==> config.mk <==
export PLATFORM = sky130hd
export DESIGN_NAME = logic_unit_pipe
export DESIGN_NICKNAME = d
export VERILOG_FILES = /design/src/rtl/logic_pkg.sv /design/src/rtl/logic_core.sv /design/src/rtl/logic_unit_pipe.sv
export SDC_FILE = /design/constraint.sdc
export NUM_CORES = 1
export LEC_CHECK = 0
export BUFFER_PORTS_ARGS = -buffer_cell sky130_fd_sc_hd__clkbuf_2
export CAP_MARGIN = 20
export CORE_ASPECT_RATIO = 1.75
export CORE_MARGIN = 8
export CORE_UTILIZATION = 43
export CTS_CLUSTER_SIZE = 16
export DETAILED_ROUTE_END_ITERATION = 10
export PLACE_DENSITY = 0.6
export SYNTH_ARGS = -nofsm -noshare
export SYNTH_HDL_FRONTEND = slang
export SYNTH_SLANG_ARGS = --single-unit
==> constraint.sdc <==
create_clock -name CLK -period 2.2 [get_ports CLK]
set_input_delay 0.33 -clock CLK [delete_from_list [all_inputs] [get_ports CLK]]
set_output_delay 0.33 -clock CLK [all_outputs]
set_load 0.02 [all_outputs]
==> src/rtl/logic_pkg.sv <==
// Shared opcode encoding for the pipelined bitwise logic unit.
package logic_pkg;
  localparam int LOGIC_OP_W = 2;

  typedef enum logic [LOGIC_OP_W-1:0] {
    OP_AND = 2'd0,
    OP_OR  = 2'd1,
    OP_XOR = 2'd2,
    OP_NOR = 2'd3
  } logic_op_t;
endpackage

==> src/rtl/logic_core.sv <==
// Combinational bitwise op with zero and parity status of the result.
module logic_core
  import logic_pkg::*;
#(
  parameter int WIDTH = 8
) (
  input  logic_op_t        op_i,
  input  logic [WIDTH-1:0] x_i,
  input  logic [WIDTH-1:0] y_i,
  output logic [WIDTH-1:0] result_o,
  output logic             zero_o,
  output logic             parity_o
);
  always_comb begin
    result_o = '0;
    unique case (op_i)
      OP_AND:  result_o = x_i & y_i;
      OP_OR:   result_o = x_i | y_i;
      OP_XOR:  result_o = x_i ^ y_i;
      OP_NOR:  result_o = ~(x_i | y_i);
      default: result_o = '0;
    endcase
  end

  assign zero_o   = ~|result_o;
  assign parity_o = ^result_o;
endmodule

==> src/rtl/logic_unit_pipe.sv <==
// Two-stage valid/ready bitwise logic pipeline: S1 holds operands, S2 holds
// the result and flags. Ready propagates backwards combinationally.
module logic_unit_pipe
  import logic_pkg::*;
#(
  parameter int WIDTH = 8
) (
  input  logic                  CLK,
  input  logic                  RST,
  input  logic                  IN_VALID,
  output logic                  IN_READY,
  input  logic [LOGIC_OP_W-1:0] OP,
  input  logic [WIDTH-1:0]      X,
  input  logic [WIDTH-1:0]      Y,
  output logic                  OUT_VALID,
  input  logic                  OUT_READY,
  output logic [WIDTH-1:0]      OUT,
  output logic                  ZERO,
  output logic                  PARITY
);
  localparam int STAGES = 2;

  logic [STAGES:1]  vld_pipe_q;
  logic [WIDTH-1:0] x_q, y_q;
  logic_op_t        op_q;
  logic [WIDTH-1:0] out_q, res_d;
  logic             zero_q, parity_q, zero_d, parity_d;
  logic             s1_ready, s2_ready, in_xfer, adv;

  assign s2_ready = !vld_pipe_q[2] || OUT_READY;
  assign s1_ready = !vld_pipe_q[1] || s2_ready;
  assign in_xfer  = IN_VALID && s1_ready;
  assign adv      = vld_pipe_q[1] && s2_ready;

  logic_core #(.WIDTH(WIDTH)) u_core (
    .op_i    (op_q),
    .x_i     (x_q),
    .y_i     (y_q),
    .result_o(res_d),
    .zero_o  (zero_d),
    .parity_o(parity_d)
  );

  always_ff @(posedge CLK or posedge RST) begin
    if (RST) begin
      vld_pipe_q <= '0;
      x_q        <= '0;
      y_q        <= '0;
      op_q       <= OP_AND;
      out_q      <= '0;
      zero_q     <= 1'b1;
      parity_q   <= 1'b0;
    end else begin
      if (in_xfer) begin
        x_q  <= X;
        y_q  <= Y;
        op_q <= logic_op_t'(OP);
      end
      if (adv) begin
        out_q    <= res_d;
        zero_q   <= zero_d;
        parity_q <= parity_d;
      end
      // A stage stays full if it refills this cycle or could not drain.
      vld_pipe_q[1] <= in_xfer || (vld_pipe_q[1] && !adv);
      vld_pipe_q[2] <= adv || (vld_pipe_q[2] && !OUT_READY);
    end
  end

  assign IN_READY  = s1_ready;
  assign OUT_VALID = vld_pipe_q[2];
  assign OUT       = out_q;
  assign ZERO      = zero_q;
  assign PARITY    = parity_q;
endmodule

After elaboration in Yosys (flattened, before gate mapping)
Index checks and enable logic that the tools add are counted.
{"block": "op_classes", "eq_ne": 3, "muxes": 1, "n_bitwise": 4, "n_reduce_logical": 16}
{"operator": "8-bit one-hot mux with 4 select lines", "n": 1}
{"operator": "8-bit bitwise AND", "n": 1}
{"operator": "8-bit NOT", "n": 1}
{"operator": "8-bit bitwise OR", "n": 1}
{"operator": "8-bit OR reduction", "n": 1}
{"operator": "8-bit XOR reduction", "n": 1}
{"operator": "8-bit bitwise XOR", "n": 1}
{"operator": "1-bit logical NOT", "n": 5}
{"operator": "2-bit equality test, second input constant", "n": 2}
{"operator": "1-bit logical AND", "n": 4}
{"operator": "1-bit logical OR", "n": 4}
{"operator": "2-bit by 1-bit equality test with 1-bit output, second input constant", "n": 1}
{"operator": "2-bit logical NOT", "n": 1}
{"block": "totals", "register_bits": 30, "inputBits": 22, "out_inout_bits": 12, "elab_cells": 31}

Depth between registers and ports, before layout
Gate-level depths: netlist of the first run.
{"block": "depth", "depth_word": 6, "ltp_mapped": 9, "mapped_depth_nobuf": 9}

Hierarchy
Synthesis of the first run repeated with hierarchy kept, for this count alone.
{"block": "unflattened", "cells_unflattened": 142, "hier_area_um2": 1921.8}
{"mod": "logic_unit_pipe", "instances": 1, "cells_per_inst": 66, "area_per_inst_um2": 1197.4, "seq_area_each_um2": 752.0}
{"mod": "logic_core", "instances": 1, "cells_per_inst": 76, "area_per_inst_um2": 724.4, "seq_area_each_um2": 0.0}

Worst setup path before layout of the first run
OpenSTA, ideal clock, no wires.
{"block": "synth_path", "kind": "reg-to-reg", "from": "reg y_q[2]", "to": "reg parity_q (netlist: PARITY)", "setup_ps": 132, "arrival_ps": 1774, "required_ps": 2068, "slack_ps": 295, "stages_incl_launch_ff": 10, "path_buffers": 0, "period_less_slack_ps": 1905, "cell_sequence": "dfrtp_1 > inv_1 > ha_1 > nor2_1 > o21a_1 > or2_2 > ha_1 > xnor2_1 > xnor2_1 > o21ai_0"}
{"block": "synth_between", "elab_chain_len": 4, "word_cells_on_any_way": 6, "classes_between": "1 x mux; 4 x bitwise; 1 x reduce/logical"}
{"element": "start: declaration", "line_no": "logic_unit_pipe.sv:24", "text": "logic [WIDTH-1:0] x_q, y_q;"}
{"element": "start signal: assignment", "line_no": "logic_unit_pipe.sv:48", "text": "y_q <= '0;"}
{"element": "start signal: assignment", "line_no": "logic_unit_pipe.sv:56", "text": "y_q <= Y;"}
{"element": "8-bit bitwise OR", "line_no": "logic_core.sv:18, logic_core.sv:20"}
{"element": "8-bit NOT", "line_no": "logic_core.sv:20", "text": "OP_NOR: result_o = ~(x_i | y_i);"}
{"element": "8-bit one-hot mux with 4 select lines *", "line_no": "logic_core.sv:16", "text": "unique case (op_i)"}
{"element": "8-bit XOR reduction *", "line_no": "logic_core.sv:26", "text": "assign parity_o = ^result_o;"}
{"element": "end signal: assignment", "line_no": "logic_unit_pipe.sv:62", "text": "parity_q <= parity_d;"}
{"element": "end: declaration", "line_no": "logic_unit_pipe.sv:27", "text": "logic zero_q, parity_q, zero_d, parity_d;"}
Mark *: on every way between the ends. The rest lies on a longest branch, timed or not.
A chain may end at the register's enable or synchronous reset.

Worst setup path after layout of the first run
{"block": "layout_path", "from": "reg x_q[0]", "to": "reg parity_q (netlist: PARITY)"}
{"block": "layout_between", "elab_chain_len": 4, "word_cells_on_any_way": 6, "classes_between": "1 x mux; 4 x bitwise; 1 x reduce/logical"}
{"element": "start: declaration", "line_no": "logic_unit_pipe.sv:24"}
{"element": "start signal: assignment", "line_no": "logic_unit_pipe.sv:47", "text": "x_q <= '0;"}
{"element": "start signal: assignment", "line_no": "logic_unit_pipe.sv:55", "text": "x_q <= X;"}
{"element": "8-bit bitwise OR", "line_no": "logic_core.sv:18, logic_core.sv:20"}
{"element": "8-bit NOT", "line_no": "logic_core.sv:20"}
{"element": "8-bit one-hot mux with 4 select lines *", "line_no": "logic_core.sv:16"}
{"element": "8-bit XOR reduction *", "line_no": "logic_core.sv:26"}
Marked as above.

==> out/qor.yml, run 1 <==
global_routing:
  gr-usage-met3: 0.0424
  grt_pass1_wl_um: 5680
  met1_usage: 0.111
  antenna_found_initial: 0
  met2_usage: 0.189
  grt_max_degree: 26
  grt_use_total: 0.111
  grt_pass1_vias: 1296
  gr-total-overflow: 0
  grt.busiest_layer: "met2"
pwr:
  power_density_nw_per_um2: 910
  leakage_nw: 1.12
  vdd_drop_max_uv: 559
  total_power_mw: 2.01
worst_setup_path:
  ff2ff_path_depth: 9
  worstSetupStartpoint: "x_q[0]$_DFFE_PP0P_"
  cp_max_fo: 3
  endpoint: "PARITY$_DFFE_PP0P_"
  start_kind: "flop"
  reg2reg_to: "PARITY$_DFFE_PP0P_"
  worstPathArrival_ps: 2210
  worst-r2r-setup-slack_ps: 140
  worstReg2RegStart: "x_q[0]$_DFFE_PP0P_"
  endpoint_kind: "flop"
  path_class: "flop to flop"
  required_ps: 2350
place:
  gp_congestion: 0.791
  hpwl_um: 2700
  pre_cts_ws_ps: -67.5
  portBuffers: 33
synthesis:
  synth.distinct_cells: 27
  syn_inst: 169
  yosysWarnings: 0
  synth_nets: 211
  syn-cell-area_sq_um: 1840
  synth-seq-area-share: 0.408
  syn_avg_cell_area_sq_um: 10.9
  ys_ff_latch: 30
sta:
  setup_viol: 0
  maxSlewViolCount: 0
  hold_ws_ps: 124
  min_period_ps: 2060
  fin_ws_ps: 137
  max_slew_margin: 0.549
  timing.fmax_ghz: 0.485
  hold_viol_final: 0
  skew_ps: 1.62
  tightest_slew_ps: 676
  rsz0062_at_grt: "false"
  fin_crit_sh: 0.938
finish:
  layout-drive-gt1-share: 0.370
  final.fill_count: 403
  area_growth_pct: 19.5
  multi_input_comb_area_sq_um: 1000
  nets: 252
  antennaDiodeCount: 0
  area.sequential_sq_um: 756
floorplanning:
  die_area_sq_um: 6720
  io_pins: 34
  rows: 31
  core_sq_um: 4150
  die_h_um: 103
  die_w_um: 65.5
  start_util: 0.444
clocking:
  clk_pin_slew_worst_paths_ps: 60
  cts_root_buf: "clkbuf_8"
  holdBufCountCts: 0
  numCtsBuffers: 5
  cts_htree_levels: 2
  cts_tree: "yes"
  cts_buffer_depth: 2
  clock_latency_ps: 280
  numClockSinks: 30
min_path:
  hp-class: "input port to async pin"
run:
  maxCapViolations: 0
routing:
  avgViaCountPerCell: 4.85
  wl_um: 3480
  ant_nets: 0
  via_count: 1260
  drc_errors: 0
  drtPass1Iterations: 3
  wl_per_cell_um: 13.4
  drt-initial-drc-count: 47
run_status:
  status: "complete, no violations"
==> worst min-delay path by stage <==
| stage | slack [ps] | to | start | depth (start not counted) |
|---|---|---|---|---|
| global placement | 430 | PARITY$_DFFE_PP0P_ | RST | 2 |
| global route | 170 | PARITY$_DFFE_PP0P_ | RST | 2 |
| finish | 120 | PARITY$_DFFE_PP0P_ | RST | 2 |
| CTS | 150 | x_q[6]$_DFFE_PP0P_ | RST | 2 |
| floorplan | 420 | OUT[0]$_DFFE_PP0P_ | RST | 1 |
| detailed placement | 450 | PARITY$_DFFE_PP0P_ | RST | 2 |
==> power breakdown <==
group / internal [mW] / total (mW) / switching, mW
clock network: 0.315 / 0.513 / 0.197
logic: 0.377 / 0.748 / 0.371
registers: 0.662 / 0.744 / 0.0829
==> logic make-up (layout without fill, tap and decap cells) <==
| family | after synthesis | after routing | share of synthesized area |
|---|---|---|---|
| and+or+nand+nor | 46 | 46 | 0.142 |
| DFF | 30 | 30 | 0.408 |
| AOI/OAI and AO/OA | 28 | 28 | 0.103 |
| buffers and inverters | 23 | 65 | 0.0611 |
| adders and majority gates | 20 | 20 | 0.136 |
| muxes | 19 | 19 | 0.136 |
| xor gates and xnor gates | 3 | 3 | 0.0142 |
==> metal layers <==
layer	vias to the layer above	wire, um	part of all wire
li1	648	-	-
met1	579	1390	0.40
met2	27	1800	0.52
met3	6	206	0.059
met4	0	80	0.023
met5	-	0	0
==> synthesized netlist by cell type <==
| master | instances | area [sq um] |
|---|---|---|
| a211o_1 | 1 | 8.76 |
| a21oi_1 | 1 | 5.00 |
| a41oi_2 | 1 | 16.3 |
| and2_1 | 1 | 6.26 |
| buf_12 | 1 | 20.0 |
| buf_2 | 2 | 10.0 |
| buf_4 | 2 | 15.0 |
| dfrtp_1 | 29 | 726 |
| dfstp_2 | 1 | 26.3 |
| ha_1 | 20 | 250 |
| inv_1 | 18 | 67.6 |
| mux2_2 | 9 | 101 |
| mux2_4 | 10 | 150 |
| nand2_1 | 3 | 11.3 |
| nand2_4 | 1 | 11.3 |
| nand2b_1 | 2 | 12.5 |
| nand3b_2 | 1 | 11.3 |
| nand4_1 | 1 | 6.26 |
| nor2_1 | 8 | 30.0 |
| nor2b_1 | 15 | 93.8 |
| nor3_1 | 7 | 35.0 |
| o21a_1 | 7 | 52.6 |
| o21ai_0 | 11 | 55.1 |
| o31ai_1 | 7 | 52.6 |
| or2_1 | 2 | 12.5 |
| or2_2 | 5 | 31.3 |
| xnor2_1 | 3 | 26.3 |
==> area by class of cell <==
| class | instances | area share |
|---|---|---|
| Clock buffer | 8 | 0.0499 |
| Multi-Input combinational cell | 116 | 0.453 |
| Inverter | 18 | 0.0306 |
| Sequential cell | 30 | 0.343 |
| Tap cell | 49 | 0.0278 |
| Timing Repair Buffer | 39 | 0.0953 |
==> repair_timing <==
action,4_1_cts,5_1_grt
setup endpoints to repair,1,1
resized for setup,1,4
pin swaps,0,2
buffers inserted,0,4
gates cloned,0,0
==> sequential cells by signal, indices dropped and copies added (netlist names) <==
| register | flops |
|---|---|
| ZERO | 1 |
| op_q | 2 |
| vld_pipe_q | 2 |
| OUT | 8 |
| y_q | 8 |
| PARITY | 1 |
| x_q | 8 |
==> critical path: stages (launching register included) <==
cell and delay [ps]:
dfrtp_1 370, inv_1 50, ha_1 270, nor2_1 40
o21a_1 180, or2_2 270, ha_1 330, xnor2_2 190
xnor2_1 130, o21ai_0 100
==> cell usage in the layout (no fill, tap or decap), drive strengths merged, types with 8 or more instances in the layout <==
master,instances
nor2b,15
nor2,8
ha,20
mux2,19
o21ai,11
dfrtp,29
clkbuf,41
inv,18
==> through the flow <==
stage                     instances  utilization  setup TNS, ps  instance area [sq um]
after floorplan                 169            -              0                   1840
after global placement          248        0.492              0                   2040
after detailed placement        248        0.492          -67.5                   2040
after CTS                       256        0.519              0                   2150
after global routing            260        0.531              0                   2200
final                           260        0.531              0                   2200
Power figures use the tool's default switching activity.
==> inputs of run 2 (changes only) <==
clock period = 2.08 ns   (was 2.2 ns; I/O delays follow)
==> run 2 against run 1 <==
Global-route usage up 0.50 points. Routed wire length hardly changed. Die area unchanged. Critical path type unchanged. Power is 5.1% higher. Count of clock-buffer cells in the layout down 1. Sequential power up 4.4%. Critical path depth fell by 1. Non-clock buffer count is 3 higher. Cell area rose by 1.7%. Via count rose by 1.4%. Clock skew rose by 4.4 ps.
==> out/qor.yml, run 2 (synthesized netlist as in run 1, its figures left out) <==
worst_setup_path:
  path_cells: "buf_12, nor2b_1, o21a_1, or2_2, ha_4, xnor2_2, xnor2_1, o21ai_1"  # was inv_1, ha_1, nor2_1, o21a_1, or2_2, ha_1, xnor2_2, xnor2_1, o21ai_0
  worst-r2r-setup-slack_ps: 80  # was 140 ps
  worstReg2RegStart: "op_q[0]$_DFFE_PP0P_"  # was x_q[0]$_DFFE_PP0P_
  slowest_delay_ps: 410  # was 370 ps
  endpoint_kind: "flop"  # unchanged
  cp_max_fo: 19  # was 3
  ff2ff_path_depth: 8  # was 9
  worstPathArrival_ps: 2150  # was 2210 ps
  critPathBufInv: 1  # unchanged
  path_class: "flop to flop"  # unchanged
  start_kind: "flop"  # unchanged
  reg2reg_to: "PARITY$_DFFE_PP0P_"  # unchanged
  required_ps: 2230  # was 2350 ps
  crit_family: "simple AND/OR/NAND/NOR gates"  # was adder cells
  slowest_stage: "dfrtp_1"  # unchanged
pwr:
  vdd_drop_max_uv: 589  # was 559 uV
  p_comb_frac: 0.430  # was 0.373
  switchingPower_mw: 0.712  # was 0.652 mW
  pwr-share-seq: 0.369  # was 0.371
  internal_power_mw: 1.40  # was 1.35 mW
  pwr-share-clk: 0.201  # was 0.256
  power_density_nw_per_um2: 940  # was 910 nW/um^2
  swShare: 0.338  # was 0.325
  leakage_nw: 1.13  # was 1.12 nW
routing:
  wl_um: 3480  # about the same
  drt-initial-drc-count: 20  # was 47
  avgViaCountPerCell: 4.88  # was 4.85
  ant_nets: 0  # unchanged
  via_count: 1278  # was 1,260
  drtPass1Iterations: 3  # unchanged
  drc_errors: 0  # unchanged
  wl_per_cell_um: 13.3  # was 13.4 um
floorplanning:
  die_area_sq_um: 6720  # unchanged
  rows: 31  # unchanged
  start_util: 0.444  # unchanged
  core_sq_um: 4150  # unchanged
  io_pins: 34  # unchanged
  die_w_um: 65.5  # unchanged
  die_h_um: 103  # unchanged
finish:
  fin_util: 0.540  # was 0.531
  final_common_cell: "clkbuf_2"  # unchanged
  nets: 255  # was 252
  area_growth_pct: 21.6  # was 19.5%
  mostFrequentLayoutCells: "clkbuf_2, dfrtp_1, inv_1"  # was clkbuf_2, dfrtp_1, ha_1
  layout-drive-gt1-share: 0.390  # was 0.370
  antennaDiodeCount: 0  # unchanged
  final_cells: 262  # was 260
clocking:
  numClockSinks: 30  # unchanged
  clock_latency_ps: 270  # was 280 ps
  cts_root_buf: "clkbuf_8"  # unchanged
  cts_tree: "yes"  # unchanged
  clk_pin_slew_worst_paths_ps: 60  # about the same
  cts_buffer_depth: 2  # unchanged
  cts_htree_levels: 2  # unchanged
  numCtsBuffers: 5  # unchanged
  holdBufCountCts: 0  # unchanged
min_path:
  hp-class: "input port to async pin"  # unchanged
sta:
  min_period_ps: 2000  # was 2060 ps
  skew_ps: 5.99  # was 1.62 ps
  fin_ws_ps: 77.0  # was 137 ps
  timing.fmax_ghz: 0.499  # was 0.485 GHz
  maxSlewViolCount: 0  # unchanged
  max_slew_margin: 0.647  # was 0.549
  tightest_slew_ps: 529  # was 676 ps
  setup_viol: 0  # unchanged
  fin_tns_setup_ps: 0  # unchanged
  fin_crit_sh: 0.963  # was 0.938
  hold_viol_final: 0  # unchanged
run_status:
  status: "complete, no violations"  # unchanged
global_routing:
  grt_pass1_vias: 1384  # was 1,296
  antenna_found_initial: 0  # unchanged
  gr-total-overflow: 0  # unchanged
  grt_max_degree: 21  # was 26
  grt_use_total: 0.116  # was 0.111
  grt_pass1_wl_um: 6040  # was 5680 um
place:
  hpwl_um: 2710  # was 2700 um
  gp_congestion: 0.768  # was 0.791
  pre_cts_ws_ps: -47.8  # was -67.5 ps
  portBuffers: 33  # unchanged
  dp_cells: 249  # was 248
run:
  maxCapViolations: 0  # unchanged
run 2: changes by cell type in the layout (fill, tap and decap cells not counted), moves of 2 or more:
cell and delta:
nor2b_2 +2, buf_4 +2, clkbuf_8 -3, ha_1 -2
nor2b_1 -2, ha_4 +2, clkbuf_1 +2
run 2: how the worst max path moves through the flow:
stage | from | end | slack, ps | cells after the start
2_1_floorplan | y_q[2]$_DFFE_PP0P_ | PARITY$_DFFE_PP0P_ | 170 | 9
3_3_place_gp | op_q[0]$_DFFE_PP0P_ | PARITY$_DFFE_PP0P_ | 80 | 8
3_5_place_dp | y_q[2]$_DFFE_PP0P_ | PARITY$_DFFE_PP0P_ | -50 | 9
4_1_cts | y_q[3]$_DFFE_PP0P_ | PARITY$_DFFE_PP0P_ | 2 | 9
5_1_grt | y_q[5]$_DFFE_PP0P_ | PARITY$_DFFE_PP0P_ | -10 | 9
6_report | op_q[0]$_DFFE_PP0P_ | PARITY$_DFFE_PP0P_ | 80 | 8
run 2: stage by stage:
step / power [mW] / instance area (sq um) / hold WS (ps)
CTS: 2.06 / 2180 / 8.21
global placement: 1.52 / 2060 / 288
floorplan: 1.36 / 1840 / 402
finish: 2.11 / 2240 / 1.28
global route: 2.27 / 2240 / 45.5
detailed placement: 1.56 / 2060 / 307
run 2: power groups by stage:
| stage | combinational, mW | clock [mW] | sequential (mW) |
|---|---|---|---|
| 2_1_floorplan | 0.519 | 0 | 0.842 |
| 3_3_place_gp | 0.737 | 0 | 0.785 |
| 3_5_place_dp | 0.771 | 0 | 0.793 |
| 4_1_cts | 0.833 | 0.448 | 0.779 |
| 5_1_grt | 1.01 | 0.468 | 0.792 |
| 6_report | 0.906 | 0.423 | 0.777 |
run 2: routing by layer:
metal	GRT usage	share of wire	vias to the layer above	wire (um)
li1	-	-	654	-
met1	0.124	0.41	588	1440
met2	0.194	0.50	28	1730
met3	0.0359	0.062	8	217
met4	0.0659	0.026	0	92
met5	0	0	-	0
run 2: worst reg2reg max path, delay by kind of cell, from the launching register on:
kind,cells,cell delay [ps]
DFF,1,410
and+or+nand+nor,2,440
AOI/OAI and AO/OA,2,280
adders and majority gates,1,260
buffers and inverters,1,160
xor gates and xnor gates,2,340
run 2: what timing repair did:
action | in CTS | in global routing
pin swaps | 1 | 4
buffers inserted | 3 | 3
gates resized for setup | 2 | 7
setup endpoints to repair | 1 | 1
run 2: final cells by class:
type / count / area (sq um)
inverters: 18 / 67.6
multi-input cells: 116 / 1040
fillers: 377 / 1910
well taps: 49 / 61.3
clock buffers: 7 / 76.3
repair buffers: 42 / 245
flip-flops and latches: 30 / 752
==> inputs of run 3 (changes only) <==
ABC_AREA = 1   (was unset)
CORE_UTILIZATION = 49   (was 43)
PLACE_DENSITY = 0.67   (was 0.6)
SKIP_CTS_REPAIR_TIMING = 1   (was unset)
==> run 3 against run 2 <==
Routed wire length is 2.2% lower. Count of clock-buffer cells in the layout is 1 higher. Largest cell class unchanged. Largest power group unchanged. Fmax is 9.2% higher. Hold slack better by 63 ps. Utilization is 2.8 points higher. Critical path depth is 2 higher. Clock power is 11% higher.
==> out/qor.yml, run 3 <==
routing:
  drt-initial-drc-count: 32  # was 20
  drtPass1Iterations: 3  # unchanged
  wl_um: 3400  # was 3480 um
  wl_per_cell_um: 11.3  # was 13.3 um
  ant_nets: 0  # unchanged
  avgViaCountPerCell: 4.71  # was 4.88
  drc_errors: 0  # unchanged
  via_count: 1418  # was 1,278
floorplanning:
  core_sq_um: 3790  # was 4150 sq um
  rows: 30  # was 31
  start_util: 0.497  # was 0.444
  die_h_um: 98.0  # was 103 um
  die_w_um: 62.9  # was 65.5 um
  io_pins: 34  # unchanged
  die_area_sq_um: 6160  # was 6720 sq um
place:
  post_dp_cell_area_sq_um: 2060  # about the same
  portBuffers: 33  # unchanged
  hpwl_um: 2710  # about the same
  pre_cts_ws_ps: 266  # was -47.8 ps
  gp_congestion: 0.787  # was 0.768
  dp_cells: 293  # was 249
global_routing:
  antenna_found_initial: 0  # unchanged
  gr-total-overflow: 0  # unchanged
  grt_pass1_wl_um: 5960  # was 6040 um
  grt_use_total: 0.120  # was 0.116
  grt_pass1_vias: 1402  # was 1,384
  grt_max_degree: 37  # was 21
sta:
  fin_ws_ps: 245  # was 77.0 ps
  maxSlewViolCount: 0  # unchanged
  min_period_ps: 1830  # was 2000 ps
  timing.fmax_ghz: 0.545  # was 0.499 GHz
  setup_viol: 0  # unchanged
  fin_crit_sh: 0.882  # was 0.963
  rsz0062_at_grt: "false"
  skew_ps: 4.48  # was 5.99 ps
  tightest_slew_ps: 368  # was 529 ps
  fin_tns_setup_ps: 0  # unchanged
  max_slew_margin: 0.755  # was 0.647
  hold_ws_ps: 64.7  # was 1.28 ps
  hold_viol_final: 0  # unchanged
synthesis:
  synth_edf_count: 0  # unchanged
  ys_ff_latch: 30  # unchanged
  synthArstFlopShare: 1.00  # unchanged
  syn-cell-area_sq_um: 1880  # was 1840 sq um
  syn_inst: 215  # was 169
  synth_nets: 257  # was 211
  synthTopCellsByCount: "nand2_1, inv_1, dfrtp_1, ha_1, nand3_1"  # was dfrtp_1, ha_1, inv_1, nor2b_1, o21ai_0
  syn_avg_cell_area_sq_um: 8.76  # was 10.9 sq um
  synth_top_cell_area_share: 0.385  # was 0.393
  synth_top_flop_cell: "dfrtp_1"  # unchanged
  synth.most_common_cell: "nand2_1"  # was dfrtp_1
  synth.distinct_cells: 24  # was 27
  synth-seq-area-share: 0.399  # was 0.408
  yosysWarnings: 0  # unchanged
  synth_top_area_cell: "dfrtp_1"  # unchanged
  synth_area_leaders: "dfrtp_1, ha_1, nand2_1"  # was dfrtp_1, ha_1, mux2_4
worst_setup_path:
  slowest_delay_ps: 530  # was 410 ps
  path_class: "flop to flop"  # unchanged
  start_kind: "flop"  # unchanged
  crit_family: "flip-flops"  # was simple AND/OR/NAND/NOR gates
  worstPathArrival_ps: 2010  # was 2150 ps
  ff2ff_path_depth: 10  # was 8
  cp_max_fo: 10  # was 19
  crit_path_frequent_cell: "nand2_1"
  path_cells: "inv_4, nor2_8, nand2_1, nand4_1, inv_1, ha_1, xnor2_1, nand2_1, nand3_1, nand2_1"  # was buf_12, nor2b_1, o21a_1, or2_2, ha_4, xnor2_2, xnor2_1, o21ai_1
  required_ps: 2260  # was 2230 ps
  endpoint_kind: "flop"  # unchanged
  crit_cells: 10  # was 8
  slowest_stage: "dfrtp_1"  # unchanged
  critPathBufInv: 2  # was 1
run_status:
  status: "complete, no violations"  # unchanged
finish:
  layout-drive-gt1-share: 0.265  # was 0.390
  area_growth_pct: 14.3  # was 21.6%
  mostFrequentLayoutCells: "nand2_1, inv_1, clkbuf_2"  # was clkbuf_2, dfrtp_1, inv_1
  final_cells: 301  # was 262
  nets: 294  # was 255
  fin_util: 0.568  # was 0.540
  antennaDiodeCount: 0  # unchanged
  final_cell_area_sq_um: 2150  # was 2240 sq um
  final_common_cell: "nand2_1"  # was clkbuf_2
clocking:
  cts_tree: "yes"  # unchanged
  cts_buffer_depth: 2  # unchanged
  clk_pin_slew_worst_paths_ps: 60  # about the same
  numCtsBuffers: 5  # unchanged
  cts_htree_levels: 2  # unchanged
  numClockSinks: 30  # unchanged
  cts_root_buf: "clkbuf_8"  # unchanged
  clock_latency_ps: 280  # was 270 ps
pwr:
  power_density_nw_per_um2: 962  # was 940 nW/um^2
  total_power_mw: 2.07  # was 2.11 mW
  pwr-share-clk: 0.227  # was 0.201
  internal_power_mw: 1.30  # was 1.40 mW
  vdd_drop_max_uv: 567  # was 589 uV
  swShare: 0.372  # was 0.338
  leakage_nw: 1.16  # was 1.13 nW
  pwr-share-seq: 0.378  # was 0.369
  switchingPower_mw: 0.770  # was 0.712 mW
  p_comb_frac: 0.394  # was 0.430
min_path:
  hp-class: "input port to async pin"  # unchanged
run:
  maxCapViolations: 0  # unchanged
[run 3: cell type report]
| class | instances | area, sq um |
|---|---|---|
| repair buffers | 37 | 208 |
| well taps | 48 | 60.1 |
| multi-input cells | 141 | 902 |
| clock buffers | 8 | 90.1 |
| flip-flops and latches | 30 | 752 |
| fillers | 371 | 1640 |
| inverters | 37 | 141 |
[run 3: final timing paths]
path	startpoint	endpoint	slack, ps
max	op_q[0]$_DFFE_PP0P_	PARITY$_DFFE_PP0P_	250
min	RST	vld_pipe_q[1]$_DFF_PP0_	60
max reg2reg	op_q[0]$_DFFE_PP0P_	PARITY$_DFFE_PP0P_	250
min reg2reg	OUT[6]$_DFFE_PP0P_	OUT[6]$_DFFE_PP0P_	470
max in group asynchronous	RST	ZERO$_DFFE_PP1P_	1690
min in group CLK	Y[4]	y_q[4]$_DFFE_PP0P_	260
[run 3: kinds of logic (layout without fill, tap and decap cells)]
| family | after synthesis | after routing | synth area share |
|---|---|---|---|
| AND/OR/NAND/NOR | 99 | 99 | 0.258 |
| buffers and inverters | 44 | 82 | 0.122 |
| flip-flops | 30 | 30 | 0.399 |
| adder cells (fa/ha/maj) | 20 | 20 | 0.133 |
| AO/OA/AOI/OAI | 18 | 18 | 0.0697 |
| XOR/XNOR | 4 | 4 | 0.0186 |
[run 3: worst min-delay path, cell delays in order]
cell and delay (ps):
clkbuf_2 80, inv_1 40, buf_4 330
[run 3: layer usage]
layer / global-route usage / wire [um]
met1: 0.124 / 1420
met2: 0.202 / 1780
met3: 0.0436 / 128
met4: 0.0689 / 74
met5: 0 / 0
[run 3: power by group through the flow]
stage | logic [mW] | registers, mW | clock network [mW]
3_3_place_gp | 0.818 | 0.788 | 0
6_report | 0.816 | 0.784 | 0.471
5_1_grt | 0.926 | 0.799 | 0.514
4_1_cts | 0.834 | 0.786 | 0.489
2_1_floorplan | 0.558 | 0.870 | 0
3_5_place_dp | 0.829 | 0.796 | 0
